$ cat src/rtl/bootram_pkg.sv
// Shared types and helpers for the boot RAM controller.
package bootram_pkg;

  localparam int LANES = 4;

  typedef enum logic [1:0] {
    IDLE  = 2'd0,
    ISSUE = 2'd1,
    WAIT  = 2'd2,
    RESP  = 2'd3
  } state_t;

  typedef enum logic {
    OWN_CPU = 1'b0,
    OWN_LD  = 1'b1
  } owner_t;

  // One-hot lane enable for a single byte at the given byte offset within a word.
  function automatic logic [LANES-1:0] lane_sel(input logic [1:0] byte_off);
    lane_sel = 4'b0001 << byte_off;
  endfunction

endpackage

$ cat src/rtl/bootram_rr_arb.sv
// Two-way round-robin arbiter between the CPU bus and the UART loader.
// rr_last remembers the most recent grantee so that on a tie the other
// requester wins; it moves on every accepted grant.
module bootram_rr_arb
  import bootram_pkg::*;
(
  input  logic   clk,
  input  logic   reset,
  input  logic   req_cpu,
  input  logic   req_ld,
  input  logic   update,
  output logic   gnt_valid,
  output owner_t gnt
);

  owner_t rr_last;

  // Combinational grant: alternate on contention, otherwise serve whoever asks.
  always_comb begin
    gnt_valid = req_cpu | req_ld;
    if (req_cpu && req_ld) begin
      gnt = (rr_last == OWN_CPU) ? OWN_LD : OWN_CPU;
    end else if (req_ld) begin
      gnt = OWN_LD;
    end else begin
      gnt = OWN_CPU;
    end
  end

  // Remember the last grantee when the controller accepts a grant.
  always_ff @(posedge clk) begin
    if (reset) begin
      rr_last <= OWN_CPU;
    end else if (update) begin
      rr_last <= gnt;
    end else begin
      rr_last <= rr_last;
    end
  end

endmodule

$ cat src/rtl/bootram_ctrl.sv
// Boot RAM controller: sequences accesses to four 2Kx8 byte lanes and
// arbitrates between the CPU memory bus and the UART boot loader.
module bootram_ctrl
  import bootram_pkg::*;
#(
  parameter int RAM_AW = 11,
  parameter int CPU_AW = 32
) (
  input  logic                clk,
  input  logic                reset,
  input  logic                mem_valid,
  input  logic [CPU_AW-1:0]   mem_addr,
  input  logic [31:0]         mem_wdata,
  input  logic [3:0]          mem_wstrb,
  output logic                mem_ready,
  output logic [31:0]         mem_rdata,
  input  logic                ld_valid,
  input  logic [RAM_AW+1:0]   ld_addr,
  input  logic [7:0]          ld_data,
  output logic                ld_ready,
  input  logic                ld_excl,
  output logic [RAM_AW-1:0]   ram_ad,
  output logic [31:0]         ram_din,
  output logic [3:0]          ram_ce,
  output logic                ram_wre,
  output logic                ram_oce,
  input  logic [31:0]         ram_dout,
  output logic                busy
);

  state_t            state, state_nxt;
  owner_t            owner, owner_nxt;
  logic              is_read, is_read_nxt;
  logic [RAM_AW-1:0] ram_ad_nxt;
  logic [31:0]       ram_din_nxt;
  logic [3:0]        ram_ce_nxt;
  logic              ram_wre_nxt;
  logic              mem_ready_nxt, ld_ready_nxt;
  logic [31:0]       mem_rdata_nxt;

  logic              req_cpu, req_ld, gnt_valid, arb_update;
  owner_t            gnt;

  // Address bits above the 8 KiB window and the CPU byte offset are ignored (aliasing).
  logic              unused_addr_bits;
  assign unused_addr_bits = ^{mem_addr[CPU_AW-1:RAM_AW+2], mem_addr[1:0]};

  assign req_cpu    = mem_valid & ~ld_excl;
  assign req_ld     = ld_valid;
  assign arb_update = (state == IDLE) & gnt_valid;
  assign busy       = (state != IDLE);
  assign ram_oce    = 1'b1;

  bootram_rr_arb u_arb (
    .clk       (clk),
    .reset     (reset),
    .req_cpu   (req_cpu),
    .req_ld    (req_ld),
    .update    (arb_update),
    .gnt_valid (gnt_valid),
    .gnt       (gnt)
  );

  // Next-state and next-register values for the access sequencer.
  always_comb begin
    state_nxt     = state;
    owner_nxt     = owner;
    is_read_nxt   = is_read;
    ram_ad_nxt    = ram_ad;
    ram_din_nxt   = ram_din;
    ram_ce_nxt    = ram_ce;
    ram_wre_nxt   = ram_wre;
    mem_ready_nxt = 1'b0;
    ld_ready_nxt  = 1'b0;
    mem_rdata_nxt = mem_rdata;
    case (state)
      IDLE: begin
        ram_ce_nxt  = 4'h0;
        ram_wre_nxt = 1'b0;
        if (gnt_valid) begin
          state_nxt = ISSUE;
          owner_nxt = gnt;
          if (gnt == OWN_LD) begin
            ram_ad_nxt  = ld_addr[RAM_AW+1:2];
            ram_ce_nxt  = lane_sel(ld_addr[1:0]);
            ram_wre_nxt = 1'b1;
            ram_din_nxt = {LANES{ld_data}};
            is_read_nxt = 1'b0;
          end else begin
            ram_ad_nxt = mem_addr[RAM_AW+1:2];
            if (mem_wstrb == 4'b0000) begin
              ram_ce_nxt  = 4'hF;
              ram_wre_nxt = 1'b0;
              is_read_nxt = 1'b1;
            end else begin
              ram_ce_nxt  = mem_wstrb;
              ram_wre_nxt = 1'b1;
              ram_din_nxt = mem_wdata;
              is_read_nxt = 1'b0;
            end
          end
        end else begin
          state_nxt = IDLE;
        end
      end
      ISSUE: begin
        // RAM samples at the end of this cycle; drop the strobes afterwards.
        ram_ce_nxt  = 4'h0;
        ram_wre_nxt = 1'b0;
        if (is_read) begin
          state_nxt = WAIT;
        end else begin
          state_nxt = RESP;
          if (owner == OWN_LD) begin
            ld_ready_nxt = 1'b1;
          end else begin
            mem_ready_nxt = 1'b1;
          end
        end
      end
      WAIT: begin
        // Only CPU reads reach this state.
        mem_rdata_nxt = ram_dout;
        mem_ready_nxt = 1'b1;
        state_nxt     = RESP;
      end
      RESP: begin
        state_nxt = IDLE;
      end
      default: begin
        state_nxt   = IDLE;
        ram_ce_nxt  = 4'h0;
        ram_wre_nxt = 1'b0;
      end
    endcase
  end

  // State register.
  always_ff @(posedge clk) begin
    if (reset) begin
      state <= IDLE;
    end else begin
      state <= state_nxt;
    end
  end

  // RAM register bank, ownership tracking, ready pulses and read-data capture.
  always_ff @(posedge clk) begin
    if (reset) begin
      owner     <= OWN_CPU;
      is_read   <= 1'b0;
      ram_ad    <= '0;
      ram_din   <= 32'h0;
      ram_ce    <= 4'h0;
      ram_wre   <= 1'b0;
      mem_ready <= 1'b0;
      ld_ready  <= 1'b0;
      mem_rdata <= 32'h0;
    end else begin
      owner     <= owner_nxt;
      is_read   <= is_read_nxt;
      ram_ad    <= ram_ad_nxt;
      ram_din   <= ram_din_nxt;
      ram_ce    <= ram_ce_nxt;
      ram_wre   <= ram_wre_nxt;
      mem_ready <= mem_ready_nxt;
      ld_ready  <= ld_ready_nxt;
      mem_rdata <= mem_rdata_nxt;
    end
  end

endmodule

$ cat config.mk
export PLATFORM = sky130hd
export DESIGN_NAME = bootram_ctrl
export DESIGN_NICKNAME = d
export VERILOG_FILES = /design/src/rtl/bootram_pkg.sv /design/src/rtl/bootram_rr_arb.sv /design/src/rtl/bootram_ctrl.sv
export SDC_FILE = /design/constraint.sdc
export NUM_CORES = 1
export LEC_CHECK = 0
export BUFFER_PORTS_ARGS = -buffer_cell sky130_fd_sc_hd__buf_2
export CELL_PAD_IN_SITES_DETAIL_PLACEMENT = 1
export CELL_PAD_IN_SITES_GLOBAL_PLACEMENT = 1
export CORE_MARGIN = 2
export CORE_UTILIZATION = 34
export DETAILED_ROUTE_END_ITERATION = 12
export PLACE_DENSITY = 0.89
export SYNTH_ARGS = -nofsm -noshare
export SYNTH_HDL_FRONTEND = slang
export SYNTH_SLANG_ARGS = --single-unit
$ cat constraint.sdc
create_clock -name clk -period 3.8 [get_ports clk]
set_input_delay 0.57 -clock clk [delete_from_list [all_inputs] [get_ports clk]]
set_output_delay 0.57 -clock clk [all_outputs]
set_load 0.05 [all_outputs]
-- Yosys cells after proc, flatten, opt, wreduce, memory -nomap -nowiden
Index checks and enable logic that the tools add are counted.
- output and inout port bits: 84
- flip-flop bits (word level): 87
- input port bits: 126
- bitwise operators: 5
- multiplexer cells: 23
- reductions and logical operators: 8
- equal/unequal tests: 4
- shift-type cells: 1
- operator list (kind ; number):
    $mux W32 ; 2
    $mux W1 ; 13
    $mux W4 ; 3
    $mux W11 ; 1
    $pmux W2 S4 ; 1
    $pmux W4 S2 ; 1
    $eq A2 B2 Y1 const B ; 2
    $logic_not A4 Y1 ; 1
    $pmux W1 S2 ; 2
    $reduce_bool A2 Y1 ; 2
    $shl A1 B2 Y4 const A ; 1
    $reduce_and A3 Y1 ; 1
    $reduce_or A3 Y1 ; 1
    $and A1 B1 Y1 ; 2
    $eq A2 B1 Y1 const B ; 1
    $logic_not A2 Y1 ; 1
    $ne A2 B2 Y1 const B ; 1
    $not A1 Y1 ; 2
    $reduce_and A2 Y1 ; 1
    $logic_and A1 B1 Y1 ; 1
    $or A1 B1 Y1 ; 1

-- Depth between registers and ports, before layout
- word-level depth: 7
- depth in mapped cells: 7
- depth with buffers taken out: 6

-- Modules after synthesis
A second synthesis with hierarchy kept.
- cells, all modules: 398
- area total of the unflattened synthesis: 3946.3 µm²
- by module, submodules not included (module ; cells each ; sequential area each (µm²) ; instances ; area an instance (µm²)):
    bootram_ctrl ; 392 ; 1721.7 ; 1 ; 3876.2
    bootram_rr_arb ; 6 ; 20.0 ; 1 ; 70.1

-- Worst setup path after synthesis
OpenSTA, ideal clock, no wires.
- kind: input-to-reg
- from: in mem_wstrb[0]
- to: reg ram_din[0]
- data arrival time: 1.741 ns
- path slack: 1.940 ns
- stages: 5
- cells stage by stage: or4_4 > a32oi_2 > nor2_2 > buf_6 > o221a_1
- longest elaborated chain between the ends: 3
- RTL lines (what ; RTL line ; source):
    from (decl) ; bootram_ctrl.sv:14 ; input logic [3:0] mem_wstrb,
    $logic_not A4 Y1 ; bootram_ctrl.sv:91 ; if (mem_wstrb == 4'b0000) begin
    $ne A2 B2 Y1 (no line) ; n/a ;
    $reduce_and A3 Y1 (no line) ; n/a ;
    to (signal assigned) ; bootram_ctrl.sv:163 ; ram_din <= ram_din_nxt;
    to (decl) ; bootram_ctrl.sv:23 ; output logic [31:0] ram_din,
Every way passes these cells.
A chain may end at the register's enable or synchronous reset.

-- Worst setup path after layout
- from: reg state[0]
- to: reg ram_ce[2]
- longest elaborated chain between the ends: 2
- elaborated cells on any way between the ends: 4
- RTL lines (what ; RTL line ; source):
    from (decl) ; bootram_ctrl.sv:31 ; state_t state, state_nxt;
    from (signal assigned) ; bootram_ctrl.sv:143 ; state <= state_nxt;
    $eq A2 B1 Y1 or $logic_not A2 Y1 (tied branches) ; bootram_ctrl.sv:76 ; case (state)
    $pmux W4 S2 or $reduce_bool A2 Y1 (tied branches) ; n/a ;
    to (signal assigned) ; bootram_ctrl.sv:164 ; ram_ce <= ram_ce_nxt;
    to (decl) ; bootram_ctrl.sv:24 ; output logic [3:0] ram_ce,
Parallel ways exist; a longest one is shown, timed or not.

==> flow_summary.toml <==
[run_status]
outcome = "finished, final reports clean"

[cells_and_area]
drive_gt1_share_pct = 47.92
diodes = 0
area_growth_pct = 32.89
nNetsFinal = 652

[grt]
grt_max_degree = 45
grt_pass1_wl_microns = 16920
grt_pass1_vias = 3412
overflow = 0
antenna_found_initial = 0
grt_usage_pct = 18.46

[setup_path]
crit_path_max_incr_delay_ns = 0.70
path_cells = "inv_1, ha_1, o21a_1, nand2_1, a221oi_1"
path_max_fanout = 25
cp-start-kind = "register"
cp_top_family = "compound AO/OA/AOI/OAI gates"
cp_data_required_time_ns = 4.06
arrival_ns = 2.34
crit_slowest_cell = "o21a_1"
end_kind = "register"
path_class = "register to register"
cp_num_buf_inv = 1

[sta]
worst_clock_skew_ns = 0.005221
hold_viol = 0
fmax_mhz = 479.4
fin_crit_sh_pct = 54.89
rsz0062_at_grt = "no"
fin_crit_ns = 2.086
timing.final.ws_setup_ns = 1.714
setup_tns_ns = 0
worst_pin_slew_ns = 1.033
slew_headroom_pct = 31.12
setup_viol = 0
slew_viol_final = 0

[drt]
drtIter0Drc = 126
wl_per_cell_microns = 15.99
drc = 0
ant_nets = 0
vias_per_cell = 4.976
firstDrtPassIters = 4
routed_wl_microns = 10620
vias = 3304

[power]
powerDensity_mw_per_mm2 = 656.6
pwr-share-comb_pct = 41.0
irDropWorstVdd_mv = 0.2283
switching_power_w = 0.001312
swShare_pct = 41.64
p_int_w = 0.001838
p_seq_share_pct = 36.6
power.clock.fraction_pct = 22.4
leakagePower_nw = 2.279

[die]
ioPinCount = 210
start_util_pct = 34.97
fp.coreArea_sq_mm = 0.01032
die_h_microns = 107.0
rows = 37
die_area_sq_mm = 0.01146
dieWidth_microns = 107.0

[logic_synthesis]
ys_ff_latch = 86
synthArstFlopShare_pct = 0
synth.distinct_cells = 39
synth_fp_nets = 476
syn_inst = 347
syn_avg_cell_area_sq_um = 10.40
synth-main-ff-cell = "dfxtp_1"
synthTopCellsByArea = "dfxtp_1, o221a_1, mux2i_1, and2b_2, nor2_1"
synth_seq_area_share_pct = 47.69
synthesis.area_sq_mm = 0.003610
synth-edff-count = 0
synth_common_cells = "dfxtp_1, nor2_1, mux2i_1, nand2_1, o221a_1"
yosys_warnings = 0
synth_top_area_share_pct = 47.69
synth.most_common_cell = "dfxtp_1"
yosys.area.top_type = "dfxtp_1"

[cts]
cts_resized = 0
post_cts_buffers = 0
cts_buffer_depth = 2
cts_tree = "yes"
clkSinkCount = 86
cts_htree_levels = 3
cts_inserted_buffers = 9
cts_root_buffer = "clkbuf_8"
cts.clk_slew.worst_paths_ns = 0.08
hold_buffers = 0
clk_latency_ns = 0.34

[min_path]
hp-class = "primary input to register"

[placement]
pre_cts_ws_ns = 1.534
hpwl_microns = 8010
routabilityCongestion = 0.7237
io_buffers = 187

[job]
drv_cap = 0
==> worst reg2reg max path, cell delays in order, from the launching register on <==
cell and delay [ns]:
dfxtp_1 0.32, inv_1 0.09, ha_1 0.30, o21a_1 0.70, nand2_1 0.26, a221oi_1 0.32
==> routing by layer <==
layer	share of wire, %	GRT usage, %	vias to the layer above
met5	0	0	-
met4	2.0	5.751	0
met3	6.0	4.924	17
met2	52	33.82	122
met1	41	20.68	1585
li1	-	-	1580
==> stage by stage <==
step | hold slack [ns] | power (W) | instances | area (sq um) | utilization [%]
floorplan | 0.4418 | 0.002154 | 347 | 3610 | -
global placement | 0.4642 | 0.002429 | 648 | 4581 | 44.37
detailed placement | 0.4683 | 0.002475 | 648 | 4581 | 44.37
CTS | 0.4392 | 0.003189 | 664 | 4797 | 46.47
global route | 0.4464 | 0.003321 | 664 | 4797 | 46.47
finish | 0.4592 | 0.003150 | 664 | 4797 | 46.47
==> kinds of logic after synthesis <==
logic type,share of synthesized area (%)
simple gates,20.35
buf+inv,4.957
compound gates,16.98
flops,47.69
mux,8.874
fa+ha+maj,1.040
other cells,0.1039
==> layout by cell type (no fill, tap or decap), types with 3 or more instances in the layout <==
master    count
and2b_2      28
a221oi_1      4
a311oi_1     11
buf_2       187
dfxtp_1      86
mux2i_1      32
clkbuf_1      3
inv_1         5
buf_4         3
nor2_1       46
or2b_2        8
o221a_1      30
a31o_2        4
clkbuf_8     10
nor2b_1       4
a21oi_1       6
nand2_1      30
==> sequential cells by signal, indices dropped and copies added, names as in the netlist <==
name,count
mem_ready,1
owner,1
is_read,1
ram_ce,4
ram_ad,11
ram_din,32
state,2
mem_rdata,32
ld_ready,1
ram_wre,1
==> final timing paths <==
path / startpoint / end / slack, ns / depth (start not counted)
setup / recovery: state[0] / ram_ce[2] / 1.71 / 5
hold / removal: ram_dout[1] / mem_rdata[1] / 0.46 / 3
setup reg to reg: state[0] / ram_ce[2] / 1.71 / 5
hold reg to reg: ram_wre / ram_wre / 0.47 / 2
==> area by class of cell <==
class,count,area [sq um]
inverters,5,18.77
clock inverters,3,67.56
multi-input cells,231,1712
flip-flops and latches,86,1722
fillers,1235,5527
clock buffers,13,148.9
well taps,136,170.2
repair buffers,190,958.4
==> power groups by stage <==
stage	registers (W)	logic, W	clock network (W)
global route	0.00118	0.00137	0.000773
detailed placement	0.00117	0.00130	0
CTS	0.00116	0.00130	0.000730
floorplan	0.00171	0.000439	0
global placement	0.00116	0.00127	0
finish	0.00115	0.00129	0.000704
No activity file was read; power rests on OpenSTA's default activity.
